[src/rtl/mon_axi_master.sv]
`timescale 1ns/1ps
`default_nettype none
// ============================================================================
// Module   : mon_axi_master
// Purpose  : Bridges the UART monitor data-RAM request port onto a 128-bit
//            AXI4-Lite-style master. Writes are buffered in a small FIFO and
//            one AXI transaction runs at a time; reads wait behind writes.
// Options  : MON_AXI_TIMEOUT_EN - response timeout with DRAIN recovery state
// Revision : 1.0 - initial release
// ============================================================================
module mon_axi_master #(
   parameter int unsigned WQ_DEPTH = 4,
   parameter int unsigned TIMEOUT  = 1024
) (
   input  logic           clk,
   input  logic           rst_n,
   input  logic [31:0]    d_ram_wadr,
   input  logic [127:0]   d_ram_wdata,
   input  logic [15:0]    d_ram_mask,
   input  logic           d_ram_wen,
   input  logic [31:0]    d_ram_radr,
   input  logic           dread_start,
   output logic [127:0]   d_ram_rdata,
   output logic           read_valid,
   output logic           wq_full,
   output logic           axi_err,
   output logic [31:0]    awaddr,
   output logic           awvalid,
   input  logic           awready,
   output logic [127:0]   wdata,
   output logic [15:0]    wstrb,
   output logic           wvalid,
   input  logic           wready,
   input  logic [1:0]     bresp,
   input  logic           bvalid,
   output logic           bready,
   output logic [31:0]    araddr,
   output logic           arvalid,
   input  logic           arready,
   input  logic [127:0]   rdata,
   input  logic [1:0]     rresp,
   input  logic           rvalid,
   output logic           rready
);
   localparam int unsigned    c_PW   = $clog2(WQ_DEPTH);
   localparam int unsigned    c_CW   = $clog2(WQ_DEPTH + 1);
   localparam logic [c_CW-1:0] c_FULL = c_CW'(WQ_DEPTH);

   typedef enum logic [2:0] {
      IDLE  = 3'd0,
      WADDR = 3'd1,
      WRESP = 3'd2,
      RADDR = 3'd3,
      RDATA = 3'd4
`ifdef MON_AXI_TIMEOUT_EN
      , DRAIN = 3'd5
`endif
   } state_t;

   state_t          state_q, state_d;
   logic            awvalid_q, awvalid_d, wvalid_q, wvalid_d, bready_q, bready_d;
   logic            arvalid_q, arvalid_d, rready_q, rready_d;
   logic [31:0]     awaddr_q, awaddr_d, araddr_q, araddr_d;
   logic [127:0]    wdata_q, wdata_d, rdata_q, rdata_d;
   logic [15:0]     wstrb_q, wstrb_d;
   logic            read_valid_q, read_valid_d;

   // write queue storage and bookkeeping; only the line address is kept
   logic [27:0]     wq_adr_q  [WQ_DEPTH];
   logic [127:0]    wq_data_q [WQ_DEPTH];
   logic [15:0]     wq_mask_q [WQ_DEPTH];
   logic [c_PW-1:0] wr_ptr_q, rd_ptr_q;
   logic [c_CW-1:0] count_q;
   logic            pend_q, err_q;
   logic [27:0]     radr_q;

   logic            w_push, w_pop, w_rd_done, w_set_err;
   logic            w_unused_addr_lsb;

`ifdef MON_AXI_TIMEOUT_EN
   localparam int unsigned     c_TW   = $clog2(TIMEOUT + 1);
   localparam logic [c_TW-1:0] c_TLIM = c_TW'(TIMEOUT - 1);
   logic [c_TW-1:0] tmo_q, tmo_d;
`else
   localparam int unsigned c_unused_timeout = TIMEOUT;
`endif

   // low address bits are dropped by line alignment
   assign w_unused_addr_lsb = ^{d_ram_wadr[3:0], d_ram_radr[3:0]};
   assign w_push  = d_ram_wen && (count_q != c_FULL);
   assign wq_full = (count_q == c_FULL);

   // next-state and AXI channel control for the single outstanding transaction
   always_comb begin
      state_d      = state_q;
      awvalid_d    = awvalid_q;
      wvalid_d     = wvalid_q;
      bready_d     = bready_q;
      arvalid_d    = arvalid_q;
      rready_d     = rready_q;
      awaddr_d     = awaddr_q;
      wdata_d      = wdata_q;
      wstrb_d      = wstrb_q;
      araddr_d     = araddr_q;
      rdata_d      = rdata_q;
      read_valid_d = 1'b0;
      w_pop        = 1'b0;
      w_rd_done    = 1'b0;
      w_set_err    = 1'b0;
`ifdef MON_AXI_TIMEOUT_EN
      tmo_d        = '0;
`endif
      unique case (state_q)
         IDLE: begin
            if (count_q != '0) begin
               state_d   = WADDR;
               awvalid_d = 1'b1;
               wvalid_d  = 1'b1;
               awaddr_d  = {wq_adr_q[rd_ptr_q], 4'h0};
               wdata_d   = wq_data_q[rd_ptr_q];
               wstrb_d   = wq_mask_q[rd_ptr_q];
            end else if (pend_q) begin
               state_d   = RADDR;
               arvalid_d = 1'b1;
               araddr_d  = {radr_q, 4'h0};
            end
         end
         WADDR: begin
            // AW and W complete independently, in either order
            awvalid_d = awvalid_q && !awready;
            wvalid_d  = wvalid_q && !wready;
            if (!awvalid_d && !wvalid_d) begin
               state_d  = WRESP;
               bready_d = 1'b1;
            end
         end
         WRESP: begin
            if (bvalid) begin
               w_pop     = 1'b1;
               w_set_err = (bresp != 2'b00);
               bready_d  = 1'b0;
               state_d   = IDLE;
`ifdef MON_AXI_TIMEOUT_EN
            end else if (tmo_q == c_TLIM) begin
               w_pop     = 1'b1;
               w_set_err = 1'b1;
               state_d   = DRAIN;
            end else begin
               tmo_d     = tmo_q + 1'b1;
`endif
            end
         end
         RADDR: begin
            if (arready) begin
               arvalid_d = 1'b0;
               rready_d  = 1'b1;
               state_d   = RDATA;
            end
         end
         RDATA: begin
            if (rvalid) begin
               rdata_d      = rdata;
               read_valid_d = 1'b1;
               w_rd_done    = 1'b1;
               w_set_err    = (rresp != 2'b00);
               rready_d     = 1'b0;
               state_d      = IDLE;
`ifdef MON_AXI_TIMEOUT_EN
            end else if (tmo_q == c_TLIM) begin
               rdata_d      = '0;
               read_valid_d = 1'b1;
               w_rd_done    = 1'b1;
               w_set_err    = 1'b1;
               state_d      = DRAIN;
            end else begin
               tmo_d        = tmo_q + 1'b1;
`endif
            end
         end
`ifdef MON_AXI_TIMEOUT_EN
         DRAIN: begin
            // keep ready high so the late response is absorbed
            if ((bready_q && bvalid) || (rready_q && rvalid)) begin
               bready_d = 1'b0;
               rready_d = 1'b0;
               state_d  = IDLE;
            end
         end
`endif
         default: state_d = IDLE;
      endcase
   end

   // FSM and AXI output registers
   always_ff @(posedge clk or negedge rst_n) begin
      if (!rst_n) begin
         state_q      <= IDLE;
         awvalid_q    <= 1'b0;
         wvalid_q     <= 1'b0;
         bready_q     <= 1'b0;
         arvalid_q    <= 1'b0;
         rready_q     <= 1'b0;
         awaddr_q     <= '0;
         wdata_q      <= '0;
         wstrb_q      <= '0;
         araddr_q     <= '0;
         rdata_q      <= '0;
         read_valid_q <= 1'b0;
`ifdef MON_AXI_TIMEOUT_EN
         tmo_q        <= '0;
`endif
      end else begin
         state_q      <= state_d;
         awvalid_q    <= awvalid_d;
         wvalid_q     <= wvalid_d;
         bready_q     <= bready_d;
         arvalid_q    <= arvalid_d;
         rready_q     <= rready_d;
         awaddr_q     <= awaddr_d;
         wdata_q      <= wdata_d;
         wstrb_q      <= wstrb_d;
         araddr_q     <= araddr_d;
         rdata_q      <= rdata_d;
         read_valid_q <= read_valid_d;
`ifdef MON_AXI_TIMEOUT_EN
         tmo_q        <= tmo_d;
`endif
      end
   end

   // queue payload storage; contents are don't-care while the entry is free
   always_ff @(posedge clk) begin
      if (w_push) begin
         wq_adr_q[wr_ptr_q]  <= d_ram_wadr[31:4];
         wq_data_q[wr_ptr_q] <= d_ram_wdata;
         wq_mask_q[wr_ptr_q] <= d_ram_mask;
      end
   end

   // queue pointers, pending read request and sticky error
   always_ff @(posedge clk or negedge rst_n) begin
      if (!rst_n) begin
         wr_ptr_q <= '0;
         rd_ptr_q <= '0;
         count_q  <= '0;
         pend_q   <= 1'b0;
         radr_q   <= '0;
         err_q    <= 1'b0;
      end else begin
         if (w_push) wr_ptr_q <= wr_ptr_q + 1'b1;
         if (w_pop)  rd_ptr_q <= rd_ptr_q + 1'b1;
         if (w_push && !w_pop)      count_q <= count_q + 1'b1;
         else if (!w_push && w_pop) count_q <= count_q - 1'b1;
         if (w_rd_done) begin
            pend_q <= 1'b0;
         end else if (dread_start && !pend_q) begin
            pend_q <= 1'b1;
            radr_q <= d_ram_radr[31:4];
         end
         if ((d_ram_wen && wq_full) || (dread_start && pend_q) || w_set_err)
            err_q <= 1'b1;
      end
   end

   assign awvalid     = awvalid_q;
   assign wvalid      = wvalid_q;
   assign bready      = bready_q;
   assign arvalid     = arvalid_q;
   assign rready      = rready_q;
   assign awaddr      = awaddr_q;
   assign wdata       = wdata_q;
   assign wstrb       = wstrb_q;
   assign araddr      = araddr_q;
   assign d_ram_rdata = rdata_q;
   assign read_valid  = read_valid_q;
   assign axi_err     = err_q;

endmodule
`default_nettype wire

[config.mk]
export PLATFORM = sky130hd
export DESIGN_NAME = mon_axi_master
export DESIGN_NICKNAME = d
export VERILOG_FILES = /design/src/rtl/mon_axi_master.sv
export SDC_FILE = /design/constraint.sdc
export NUM_CORES = 1
export LEC_CHECK = 0
export BUFFER_PORTS_ARGS = -buffer_cell sky130_fd_sc_hd__clkbuf_2
export CAP_MARGIN = 20
export CORE_AREA = 2 2 266 268
export CTS_CLUSTER_DIAMETER = 100
export DETAILED_ROUTE_END_ITERATION = 16
export DIE_AREA = 0 0 268 270
export GPL_TIMING_DRIVEN = 1
export PLACE_DENSITY = 0.81
export SYNTH_ARGS = -nofsm -noshare
export SYNTH_HDL_FRONTEND = slang
export SYNTH_SLANG_ARGS = --single-unit
[constraint.sdc]
create_clock -name clk -period 8.7 [get_ports clk]
set_input_delay 0.87 -clock clk [delete_from_list [all_inputs] [get_ports clk]]
set_output_delay 0.87 -clock clk [all_outputs]
set_load 0.005 [all_outputs]
==> results of run 1 <==
layout by cell type (no fill, tap or decap), types with 6 or more instances in the layout:
cell type	Yosys	layout
mux4_2	172	172
mux2_2	244	244
dfrtp_1	374	372
buf_12	0	6
clkbuf_1	20	24
clkinv_2	0	19
conb_1	1	8
clkbuf_8	0	13
nor2_1	6	6
buf_4	31	11
clkinv_1	0	15
mux2_1	115	115
edfxtp_1	688	688
bufinv_16	0	7
inv_1	9	9
diode_2	0	27
clkbuf_2	0	675
clkbuf_16	0	104
per-stage QoR:
| stage | area [sq um] | setup WS (ns) | power (W) |
|---|---|---|---|
| floorplan | 39040 | 2.970 | 0.01085 |
| global placement | 43220 | 4.922 | 0.01238 |
| detailed placement | 43220 | 4.909 | 0.01264 |
| CTS | 46660 | 5.241 | 0.01712 |
| global route | 46720 | 5.114 | 0.01774 |
| finish | 46730 | 5.277 | 0.01695 |
layout make-up:
class,instances,area [sq um]
well taps,940,1176
clock inverters,55,564.3
clock buffers,141,2872
diodes,27,67.56
flip-flops and latches,1062,30030
fillers,4385,22820
inverters,9,33.78
multi-input cells,597,8391
repair buffers,693,3596
routing by layer:
layer  vias to the layer above  wire length [um]  track usage (%)
li1                       8410                 -                -
met2                       767             46590            41.83
met3                       212              7660            8.060
met4                        26              3887            13.11
met1                     10314             30680            27.48
met5                         -               150           0.2027
kinds of logic after synthesis:
group / share of synthesized area (%)
AOI/OAI and AO/OA: 0.2053
xor gates and xnor gates: 0.1347
adders and majority gates: 0.2117
buffers and inverters: 1.684
DFF: 76.95
muxes: 20.29
other: 0.009612
and+or+nand+nor: 0.5163
flip-flops by register name (all words and copies together) (netlist names), 3 cells and up:
register,flops
awaddr,28
count_q,3
wq_adr_q,112
wq_mask_q,64
araddr,28
wstrb,16
radr_q,28
state_q,3
wq_data_q,512
d_ram_rdata,128
wdata,128
worst max-delay path by stage:
stage / to / slack (ns) / cells past startpoint
floorplan: wq_adr_q[0][0] / 2.97 / 3
global placement: wq_data_q[3][74] / 4.92 / 4
detailed placement: wq_data_q[3][70] / 4.91 / 4
CTS: wq_data_q[3][45] / 5.24 / 4
global route: wq_data_q[3][82] / 5.11 / 4
finish: wq_data_q[3][82] / 5.28 / 4
worst reg2reg max path: stages (launching register included):
cell     delay, ns
dfrtp_1       0.41
nor3b_1       0.18
nor2b_1       0.61
and2_4        0.74
buf_4         0.90
power by group through the flow:
stage | Combinational [W] | Sequential, W | Clock [W]
floorplan | 0.00315 | 0.00770 | 0
global placement | 0.00473 | 0.00765 | 0
detailed placement | 0.00487 | 0.00777 | 0
CTS | 0.00492 | 0.00770 | 0.00450
global route | 0.00520 | 0.00785 | 0.00469
finish | 0.00483 | 0.00770 | 0.00442
==> parameters.txt, run 1 <==
Parameter                              Value

Status
  Run status    completed

Place
  Final Wtd Congestion    0.8046
  Count of input and output buffers    a little under 700
  Number of instances in the placed design    3301
  Half-perimeter wire length after detailed placement    about 55000 um

Setup path
  Category of the worst setup path capture point    flop
  Buffers & Inverters on Critical Path    1
  Path depth of the worst reg2reg path    4
  Register-to-Register Setup Slack    5.28 ns
  Largest delay share family, worst path    simple AND/OR/NAND/NOR gates
  Critical path peak fanout    63
  Critical-path cell with the highest stage delay    buf_4
  R2r startpoint    count_q[2]
  Worst setup path startpoint    count_q[2]
  Category of the worst setup path launch point    flop
  Reg-to-reg critical path endpoint    wq_data_q[3][82]
  Critical setup path kind    flop to flop
  Worst Path Arrival    3.66 ns
  Crit-path max cell delay    around 0.85 ns
  Cell-by-cell trace of the critical path    nor3b_1 -> nor2b_1 -> and2_4 -> buf_4
  CP Data Required Time    8.94 ns

STA
  Number of pins exceeding their max-slew limit in the final report    0
  Post-route fraction of the period consumed by the critical path    about two fifths
  Post-layout minimum cycle time    roughly 3.4 ns
  Setup repair after global routing missed its margin    false
  Number of setup violations in the final report    0
  Transition at the pin with the smallest max-transition slack    about 1.1 ns
  Layout Skew    0.04814 ns
  Highest clock frequency the design can meet    0.2921 GHz
  Final TNS setup    0 ns
  Tightest slew margin relative to the limit    about 26%
  Worst hold slack after final layout    0.3046 ns
  Count of final hold-check violations    0

Route
  WL final    88970 um
  Drt first pass iters    5
  Vias post-DR    ~20000
  DRC viols    0
  Number of DRC markers in iteration 0    1297
  Wirelength per Cell    25.25 um
  Post-route ant nets    0
  Average via count per standard cell    5.598

Global routing
  Antenna violations before repair    41
  Global-route wire length before repair    131900 um
  Total grt overflow    0
  Total GRT Usage    between 20% and 30%
  Vias in the first global route    21288
  Pin count of the biggest net entering global routing    139

Clock tree
  Clock buffer count from CTS    103
  Clock transition at the registers of the reported paths    0.07 ns
  Maximum level of the CTS H-tree    3
  Post-cts sizing count    0
  Source-to-sink clock delay at the later pin of the worst-skew pair    0.67 ns
  TritonCTS clock tree    yes
  Number of buffers between clock root and the deepest sink    3
  Cts hold-fix bufs    0
  CTS sink count    1062
  # Post-CTS Setup Buffers    0
  Root buffer cell    clkbuf_16

Yosys
  Most instantiated library cell after synthesis    edfxtp_1
  Leading area contributor after synthesis    edfxtp_1
  Yosys warns    0
  Number of enable-type register cells in the synthesized netlist    688
  Share of synthesized registers carrying an async set or reset    35.22%
  Library cells used by synthesis    38
  Area share of the leading cell type in the synthesized netlist    52.96%
  Synthesis-stage register bit count    1062
  Dominant synthesized flop cell    edfxtp_1
  Mean instance size in the synthesized netlist    approximately 22 sq um
  Top cells by area in the synthesized netlist    edfxtp_1 (53%), dfrtp_1 (24%), mux4_2 (9.9%)
  Combined area of all synthesized cells    39010 sq um
  Synth top cells by count    edfxtp_1 (688), dfrtp_1 (374), mux2_2 (244)
  Post-synthesis instance total    1750
  Sequential area share after synthesis    76.95%

Floorplan
  FP Rows    just under 100
  Area of the core    69540 sq um
  I/O Pins    693
  Die extent in y    270 um
  Width of the die    268 um
  Effective utilization at floorplan    56.10%
  Die ar.    72360 sq um

Cells and area
  Area overhead of the layout relative to synthesis    19.77%
  Fraction of final layout cells sized beyond drive strength 1    49.94%
  Final #Nets    ~2800
  Non-filler cells in the finished layout    3524
  Final core utilization    67.19%

Power and ir drop
  Portion of total power attributed to the clock network    26.1%
  Static Leak    roughly 18 nW
  Power per cell area    362.8 nW/um^2
  Sw Ratio    ~29%
  Internal Power    0.01202 W
  Part of the power in registers    45.4%
  Worst-case vdd ir drop    0.0002465 V
  Part of the power in combinational logic    28.5%
  Reported net switching power    a little under 0.005 W

Run
  Max-cap violations    0

Hold path
  Worst Hold Class    primary input to async pin
Power figures use the tool's default switching activity.
==> run 2, diff against run 1 <==
==> config.mk (replaced) <==
export PLATFORM = sky130hd
export DESIGN_NAME = mon_axi_master
export DESIGN_NICKNAME = d
export VERILOG_FILES = /design/src/rtl/mon_axi_master.sv
export SDC_FILE = /design/constraint.sdc
export NUM_CORES = 1
export LEC_CHECK = 0
export ABC_AREA = 1
export BUFFER_PORTS_ARGS = -buffer_cell sky130_fd_sc_hd__clkbuf_2
export CAP_MARGIN = 20
export CORE_UTILIZATION = 50
export CTS_CLUSTER_DIAMETER = 100
export DETAILED_ROUTE_END_ITERATION = 16
export GPL_TIMING_DRIVEN = 1
export PLACE_DENSITY = 0.76
export SYNTH_ARGS = -nofsm -noshare
export SYNTH_HDL_FRONTEND = slang
export SYNTH_SLANG_ARGS = --single-unit
==> constraint.sdc (replaced) <==
create_clock -name clk -period 3.1 [get_ports clk]
set_input_delay 0.31 -clock clk [delete_from_list [all_inputs] [get_ports clk]]
set_output_delay 0.31 -clock clk [all_outputs]
set_load 0.005 [all_outputs]
==> run 2 against run 1 <==
Net effect: non-clock buffer count grew 370; largest power group unchanged; clock skew is 0.0033 ns lower; maximum frequency up 30%; area after synthesis up 1.8%; highest routed layer unchanged; worst setup slack worse by 4.8 ns; clock power increased to 2.9 times the previous value; global-route usage increased by 2.4 points; routed wire length grew 24%; die area grew 11%.
==> parameters.txt, run 2 <==
Parameter                              Value

Status
  Run status    completed (unchanged)

Cells and area
  Final #Nets    4599 (was 2821)
  Fraction of final layout cells sized beyond drive strength 1    20.99% (was 49.94%)
  Top register by number of flip-flops    wq_data_q (unchanged)
  Max reg flops    512 (unchanged)
  Area overhead of the layout relative to synthesis    28.88% (was 19.77%)
  Most frequent cells in the layout    nor2_1 (899), edfxtp_1 (688), clkbuf_2 (675) (was edfxtp_1 (688), clkbuf_2 (675), dfrtp_1 (372))
  Non-filler cells in the finished layout    5392 (was 3524)
  Leading cell type in the layout, fill and taps excluded    nor2_1 (was edfxtp_1)

Setup path
  Critical setup path kind    flop to flop (unchanged)
  Path depth of the worst reg2reg path    6 (was 4)
  Register-to-Register Setup Slack    0.47 ns (was 5.28 ns)
  Worst setup path startpoint    state_q[1] (was count_q[2])
  R2r startpoint    state_q[1] (was count_q[2])
  Category of the worst setup path capture point    flop (unchanged)
  Reg-to-reg critical path endpoint    axi_err (was wq_data_q[3][82])
  CP Data Required Time    3.71 ns (was 8.94 ns)
  Worst Path Arrival    3.24 ns (was 3.66 ns)
  Critical path peak fanout    63 (unchanged)
  Category of the worst setup path launch point    flop (unchanged)

Power and ir drop
  Static Leak    21.04 nW (was 18.32 nW)
  Sw Ratio    35.06% (was 29.09%)
  Power per cell area    972.9 nW/um^2 (was 362.8 nW/um^2)
  Worst-case vdd ir drop    0.001024 V (was 0.0002465 V)
  Reported net switching power    0.01745 W (was 0.004932 W)
  Part of the power in combinational logic    31.3% (was 28.5%)
  Part of the power in registers    42.9% (was 45.4%)
  Internal Power    0.03233 W (was 0.01202 W)
  Portion of total power attributed to the clock network    25.7% (was 26.1%)
  Overall Power    0.04978 W (was 0.01695 W)

Route
  Average via count per standard cell    5.318 (was 5.598)
  Drt first pass iters    6 (was 5)
  WL final    110800 um (was 88970 um)
  Wirelength per Cell    20.54 um (was 25.25 um)
  Number of DRC markers in iteration 0    2225 (was 1297)
  Post-route ant nets    0 (unchanged)
  Vias post-DR    28674 (was 19729)
  DRC viols    0 (unchanged)

Floorplan
  Width of the die    283.8 um (was 268 um)
  FP Rows    102 (was 97)
  Die ar.    80530 sq um (was 72360 sq um)
  I/O Pins    693 (unchanged)
  Effective utilization at floorplan    50.91% (was 56.10%)
  Area of the core    77980 sq um (was 69540 sq um)
  Die extent in y    283.8 um (was 270 um)

STA
  Worst hold slack after final layout    0.05499 ns (was 0.3046 ns)
  Setup repair after global routing missed its margin    false (unchanged)
  Number of pins exceeding their max-slew limit in the final report    0 (unchanged)
  Slack of the critical path    0.4737 ns (was 5.277 ns)
  Final TNS setup    0 ns (unchanged)
  Transition at the pin with the smallest max-transition slack    1.004 ns (was 1.110 ns)
  Count of final hold-check violations    0 (unchanged)
  Layout Skew    0.04481 ns (was 0.04814 ns)
  Post-layout minimum cycle time    2.626 ns (was 3.423 ns)
  Tightest slew margin relative to the limit    32.99% (was 25.98%)
  Highest clock frequency the design can meet    0.3808 GHz (was 0.2921 GHz)
  Number of setup violations in the final report    0 (unchanged)
  Post-route fraction of the period consumed by the critical path    84.72% (was 39.35%)

Yosys
  Number of enable-type register cells in the synthesized netlist    688 (unchanged)
  Combined area of all synthesized cells    39700 sq um (was 39010 sq um)
  Synth top cells by count    nor2_1 (903), edfxtp_1 (688), nand2_1 (440) (was edfxtp_1 (688), dfrtp_1 (374), mux2_2 (244))
  Library cells used by synthesis    27 (was 38)
  Share of synthesized registers carrying an async set or reset    35.22% (unchanged)
  Sequential area share after synthesis    75.61% (was 76.95%)
  Dominant synthesized flop cell    edfxtp_1 (unchanged)
  Synthesis-stage register bit count    1062 (unchanged)
  Mean instance size in the synthesized netlist    12.16 sq um (was 22.29 sq um)
  Most instantiated library cell after synthesis    nor2_1 (was edfxtp_1)
  Yosys warns    0 (unchanged)
  Area share of the leading cell type in the synthesized netlist    52.04% (was 52.96%)
  Leading area contributor after synthesis    edfxtp_1 (unchanged)
  Post-synthesis instance total    3266 (was 1750)
  Top cells by area in the synthesized netlist    edfxtp_1 (52%), dfrtp_1 (24%), nor2_1 (8.5%) (was edfxtp_1 (53%), dfrtp_1 (24%), mux4_2 (9.9%))

Clock tree
  Clock buffer count from CTS    105 (was 103)
  Maximum level of the CTS H-tree    3 (unchanged)
  Source-to-sink clock delay at the later pin of the worst-skew pair    0.67 ns (about the same)
  Post-cts sizing count    0 (unchanged)
  CTS sink count    1062 (unchanged)
  Root buffer cell    clkbuf_16 (unchanged)
  TritonCTS clock tree    yes (unchanged)
  Number of buffers between clock root and the deepest sink    3 (unchanged)
  Clock transition at the registers of the reported paths    0.06 ns (was 0.07 ns)

Hold path
  Worst Hold Class    primary input to flop (was primary input to async pin)
  Origin of the worst min-delay path    rdata[90]
  Hold worst-path end    d_ram_rdata[90]
  Hold path depth    3

Place
  Worst Setup Slack post-DPL    0.9024 ns (was 4.909 ns)
  Number of instances in the placed design    4846 (was 3301)
  Count of input and output buffers    676 (unchanged)
  Final Wtd Congestion    0.8948 (was 0.8046)
  Half-perimeter wire length after detailed placement    65530 um (was 55470 um)

Run
  Max-cap violations    0 (unchanged)

Global routing
  Total GRT Usage    26.99% (was 24.61%)
  Global-route wire length before repair    166300 um (was 131900 um)
  Total grt overflow    0 (unchanged)
  Pin count of the biggest net entering global routing    166 (was 139)
  Antenna violations before repair    22 (was 41)
  Vias in the first global route    28365 (was 21288)
[run 2: cell types whose count changed in the layout (fill, tap and decap cells not counted), sizes merged, moves of 39 or more]
cell and change:
a31oi +171, mux2 -359, o21ai +372, dlygate4sd3 +331
buf +39, mux4 -172, nand2 +436, inv +44
nor2 +899
[run 2: per-layer routing]
| metal | GRT usage [%] | routed length [um] | vias to the layer above |
|---|---|---|---|
| li1 | - | - | 13141 |
| met1 | 31.22 | 39630 | 13869 |
| met2 | 46.42 | 56650 | 1373 |
| met3 | 5.941 | 8117 | 287 |
| met4 | 15.32 | 6334 | 4 |
| met5 | 0 | 20 | - |
[run 2: power by group through the flow]
stage               sequential, W  combinational (W)  clock [W]
detailed placement         0.0215             0.0150          0
CTS                        0.0212             0.0155     0.0129
floorplan                  0.0214            0.00902          0
global placement           0.0213             0.0146          0
finish                     0.0214             0.0156     0.0128
global route               0.0217             0.0172     0.0135
[run 2: worst max-delay path by stage]
stage,end,slack (ns),cells past startpoint
6_report,axi_err,0.47,6
5_1_grt,axi_err,0.38,6
4_1_cts,axi_err,0.52,6
3_5_place_dp,araddr[14],0.90,6
3_3_place_gp,araddr[14],0.94,6
2_1_floorplan,wq_adr_q[0][0],-0.54,4
[run 2: cells by family after synthesis]
family	share of synthesized area (%)
and+or+nand+nor	12.99
DFF	75.61
AOI/OAI and AO/OA	7.857
buffers and inverters	3.234
adders and majority gates	0.2080
xor gates and xnor gates	0.08826
other	0.009446
[run 2: worst max-delay path, cell delays in order (launching register included)]
cell           delay [ns]
dfrtp_1              0.47
nor2_4               0.17
nand3_4              0.22
inv_4                0.58
o21ai_0              0.39
nand4_1              0.16
dlygate4sd3_1        0.56
[run 2: what timing repair did]
item | CTS | global route
hold buffers | 328 | 3
setup buffers | 0 | 0
hold endpoints to repair | 911 | 3
[run 2: through the flow]
stage	util [%]	instance area (sq um)
final	65.62	51170
after global routing	65.61	51160
after CTS	65.51	51090
after detailed placement	56.75	44250
after global placement	56.75	44250
after floorplan	-	39770
[run 2: area by class of cell]
| cell class | count | area [sq um] |
|---|---|---|
| fill | 5286 | 26810 |
| inverter | 54 | 217.7 |
| multi-input combinational | 1958 | 8479 |
| timing repair buffer | 1063 | 7540 |
| clock buffer | 152 | 2964 |
| clock inverter | 42 | 586.8 |
| tap | 1040 | 1301 |
| sequential | 1062 | 30030 |
| antenna | 21 | 52.55 |
==> run 3, diff against run 2 <==
==> constraint.sdc (replaced) <==
create_clock -name clk -period 2.16 [get_ports clk]
set_input_delay 0.216 -clock clk [delete_from_list [all_inputs] [get_ports clk]]
set_output_delay 0.216 -clock clk [all_outputs]
set_load 0.005 [all_outputs]
==> run 3 against run 2 <==
Net effect: clock skew increased by 0.0063 ns; sequential power grew 43%; die area stayed put; worst setup slack worse by 0.37 ns; first-iteration DRC count is 0.94% higher; final area is 1.6% higher; sequential share of layout area fell by 0.92 points; clock power up 38%; largest power group unchanged; register-to-register slack worse by 0.37 ns.
==> parameters.txt, run 3 (synthesis results as in run 2) <==
Parameter                              Value

Status
  Run status    completed (unchanged)

Setup path
  CP Data Required Time    2.77 ns (was 3.71 ns)
  Category of the worst setup path capture point    flop (unchanged)
  Critical path peak fanout    27 (was 63)
  Worst Path Arrival    2.66 ns (was 3.24 ns)
  Critical setup path kind    flop to flop (unchanged)
  Category of the worst setup path launch point    flop (unchanged)

STA
  Transition at the pin with the smallest max-transition slack    0.7251 ns (was 1.004 ns)
  Post-route fraction of the period consumed by the critical path    95.02% (was 84.72%)
  Tightest slew margin relative to the limit    51.66% (was 32.99%)
  Slack of the critical path    0.1076 ns (was 0.4737 ns)
  Setup repair after global routing missed its margin    false (unchanged)
  Post-layout minimum cycle time    2.052 ns (was 2.626 ns)
  Number of pins exceeding their max-slew limit in the final report    0 (unchanged)
  Layout Skew    0.05115 ns (was 0.04481 ns)
  Count of final hold-check violations    0 (unchanged)
  Number of setup violations in the final report    0 (unchanged)
  Highest clock frequency the design can meet    0.4872 GHz (was 0.3808 GHz)

Power and ir drop
  Worst-case vdd ir drop    0.001101 V (was 0.001024 V)
  Part of the power in registers    42.4% (was 42.9%)
  Part of the power in combinational logic    33.2% (was 31.3%)
  Internal Power    0.04694 W (was 0.03233 W)
  Reported net switching power    0.02561 W (was 0.01745 W)
  Sw Ratio    35.30% (was 35.06%)
  Static Leak    21.46 nW (was 21.04 nW)
  Power per cell area    1396 nW/um^2 (was 972.9 nW/um^2)
  Portion of total power attributed to the clock network    24.4% (was 25.7%)

Route
  Wirelength per Cell    20.99 um (was 20.54 um)
  Drt first pass iters    5 (was 6)
  DRC viols    0 (unchanged)
  Number of DRC markers in iteration 0    2246 (was 2225)
  Post-route ant nets    0 (unchanged)
  WL final    114800 um (was 110800 um)
  Vias post-DR    29227 (was 28674)
  Average via count per standard cell    5.344 (was 5.318)

Floorplan
  Area of the core    77980 sq um (unchanged)
  FP Rows    102 (unchanged)
  I/O Pins    693 (unchanged)
  Effective utilization at floorplan    50.91% (unchanged)
  Die ar.    80530 sq um (unchanged)
  Die extent in y    283.8 um (unchanged)
  Width of the die    283.8 um (unchanged)

Cells and area
  Fraction of final layout cells sized beyond drive strength 1    21.79% (was 20.99%)
  Leading cell type in the layout, fill and taps excluded    nor2_1 (unchanged)
  Non-Filler Cell Area, Final    51990 sq um (was 51170 sq um)
  Max reg flops    512 (unchanged)
  Area overhead of the layout relative to synthesis    30.95% (was 28.88%)
  Most frequent cells in the layout    nor2_1 (899), edfxtp_1 (688), clkbuf_2 (675) (unchanged)
  Final #Nets    4671 (was 4599)
  Top register by number of flip-flops    wq_data_q (unchanged)

Global routing
  Global-route wire length before repair    173200 um (was 166300 um)
  Total grt overflow    0 (unchanged)
  Total GRT Usage    28.11% (was 26.99%)
  Antenna violations before repair    21 (was 22)
  Vias in the first global route    29577 (was 28365)
  Pin count of the biggest net entering global routing    122 (was 166)

Clock tree
  TritonCTS clock tree    yes (unchanged)
  Root buffer cell    clkbuf_16 (unchanged)
  CTS sink count    1062 (unchanged)
  Source-to-sink clock delay at the later pin of the worst-skew pair    0.68 ns (was 0.67 ns)
  Clock buffer count from CTS    105 (unchanged)
  Clock transition at the registers of the reported paths    0.06 ns (about the same)
  # Post-CTS Setup Buffers    0 (unchanged)
  Maximum level of the CTS H-tree    3 (unchanged)
  Number of buffers between clock root and the deepest sink    3 (unchanged)

Hold path
  Worst Hold Class    primary input to async pin (was primary input to flop)

Place
  Post-DP Area    45040 sq um (was 44250 sq um)
  Final Wtd Congestion    0.8656 (was 0.8948)
  Half-perimeter wire length after detailed placement    69390 um (was 65530 um)
  Count of input and output buffers    676 (unchanged)
  Worst Setup Slack post-DPL    0.3000 ns (was 0.9024 ns)

Run
  Max-cap violations    0 (unchanged)
-- run 3: area by class of cell --
class / instances / area (sq um)
Clock buffer: 157 / 2974
Timing Repair Buffer: 1135 / 8519
Clock inverter: 40 / 410.4
Sequential cell: 1062 / 30030
Tap cell: 1040 / 1301
Inverter: 54 / 217.7
Antenna cell: 23 / 57.56
Fill cell: 5252 / 25990
Multi-Input combinational cell: 1958 / 8479
-- run 3: per-layer routing --
layer  GRT usage, %  share of wire [%]  up-vias  wire length, um
met5              0              0.011        -               13
met4          16.16                6.4        2             7401
met3          6.166                7.6      356             8692
li1               -                  -    13298                -
met2          48.55                 50     1382            57940
met1          32.25                 36    14189            40760
-- run 3: power groups by stage --
stage	Sequential [W]	Clock, W	Combinational, W
2_1_floorplan	0.0307	0	0.0129
3_3_place_gp	0.0306	0	0.0222
3_5_place_dp	0.0308	0	0.0229
4_1_cts	0.0305	0.0178	0.0237
5_1_grt	0.0311	0.0187	0.0265
6_report	0.0307	0.0177	0.0241
-- run 3: path summary, 6_finish.rpt --
check,depth (start not counted),startpoint,slack (ns),endpoint
worst max-delay path,7,state_q[1],0.11,d_ram_rdata[73]
worst min-delay path,2,rst_n,0.13,wdata[111]
worst max register to register,7,state_q[1],0.11,d_ram_rdata[73]
worst min register to register,2,d_ram_rdata[62],0.48,d_ram_rdata[62]
max in group asynchronous,3,rst_n,1.20,wdata[11]
min in group clk,2,d_ram_wdata[67],0.29,wq_data_q[2][67]
-- run 3: worst max-delay path: stages (launching register included) --
cell and delay, ns:
dfrtp_1 0.48, nor2_4 0.18, nand3_4 0.21, inv_4 0.13, buf_6 0.23, nand2_1 0.11, nand2_1 0.09, dlygate4sd3_1 0.55
-- run 3: what timing repair did --
action	4_1_cts	5_1_grt
endpoints found under the setup margin	0	6
gates resized for setup	0	1
endpoints found under the hold margin	1021	0
hold buffers	350	0
-- run 3: metrics by stage --
step / hold slack (ns) / utilization (%) / total power [W] / cells / setup TNS [ns]
after floorplan: -0.07959 / - / 0.04363 / 3273 / -1009.94
after global placement: 0.2448 / 57.76 / 0.05285 / 4899 / 0
after detailed placement: 0.2405 / 57.76 / 0.05372 / 4899 / 0
after CTS: 0.1118 / 66.59 / 0.07200 / 5446 / 0
after global routing: 0.1543 / 66.65 / 0.07632 / 5463 / 0
final: 0.1333 / 66.67 / 0.07255 / 5469 / 0
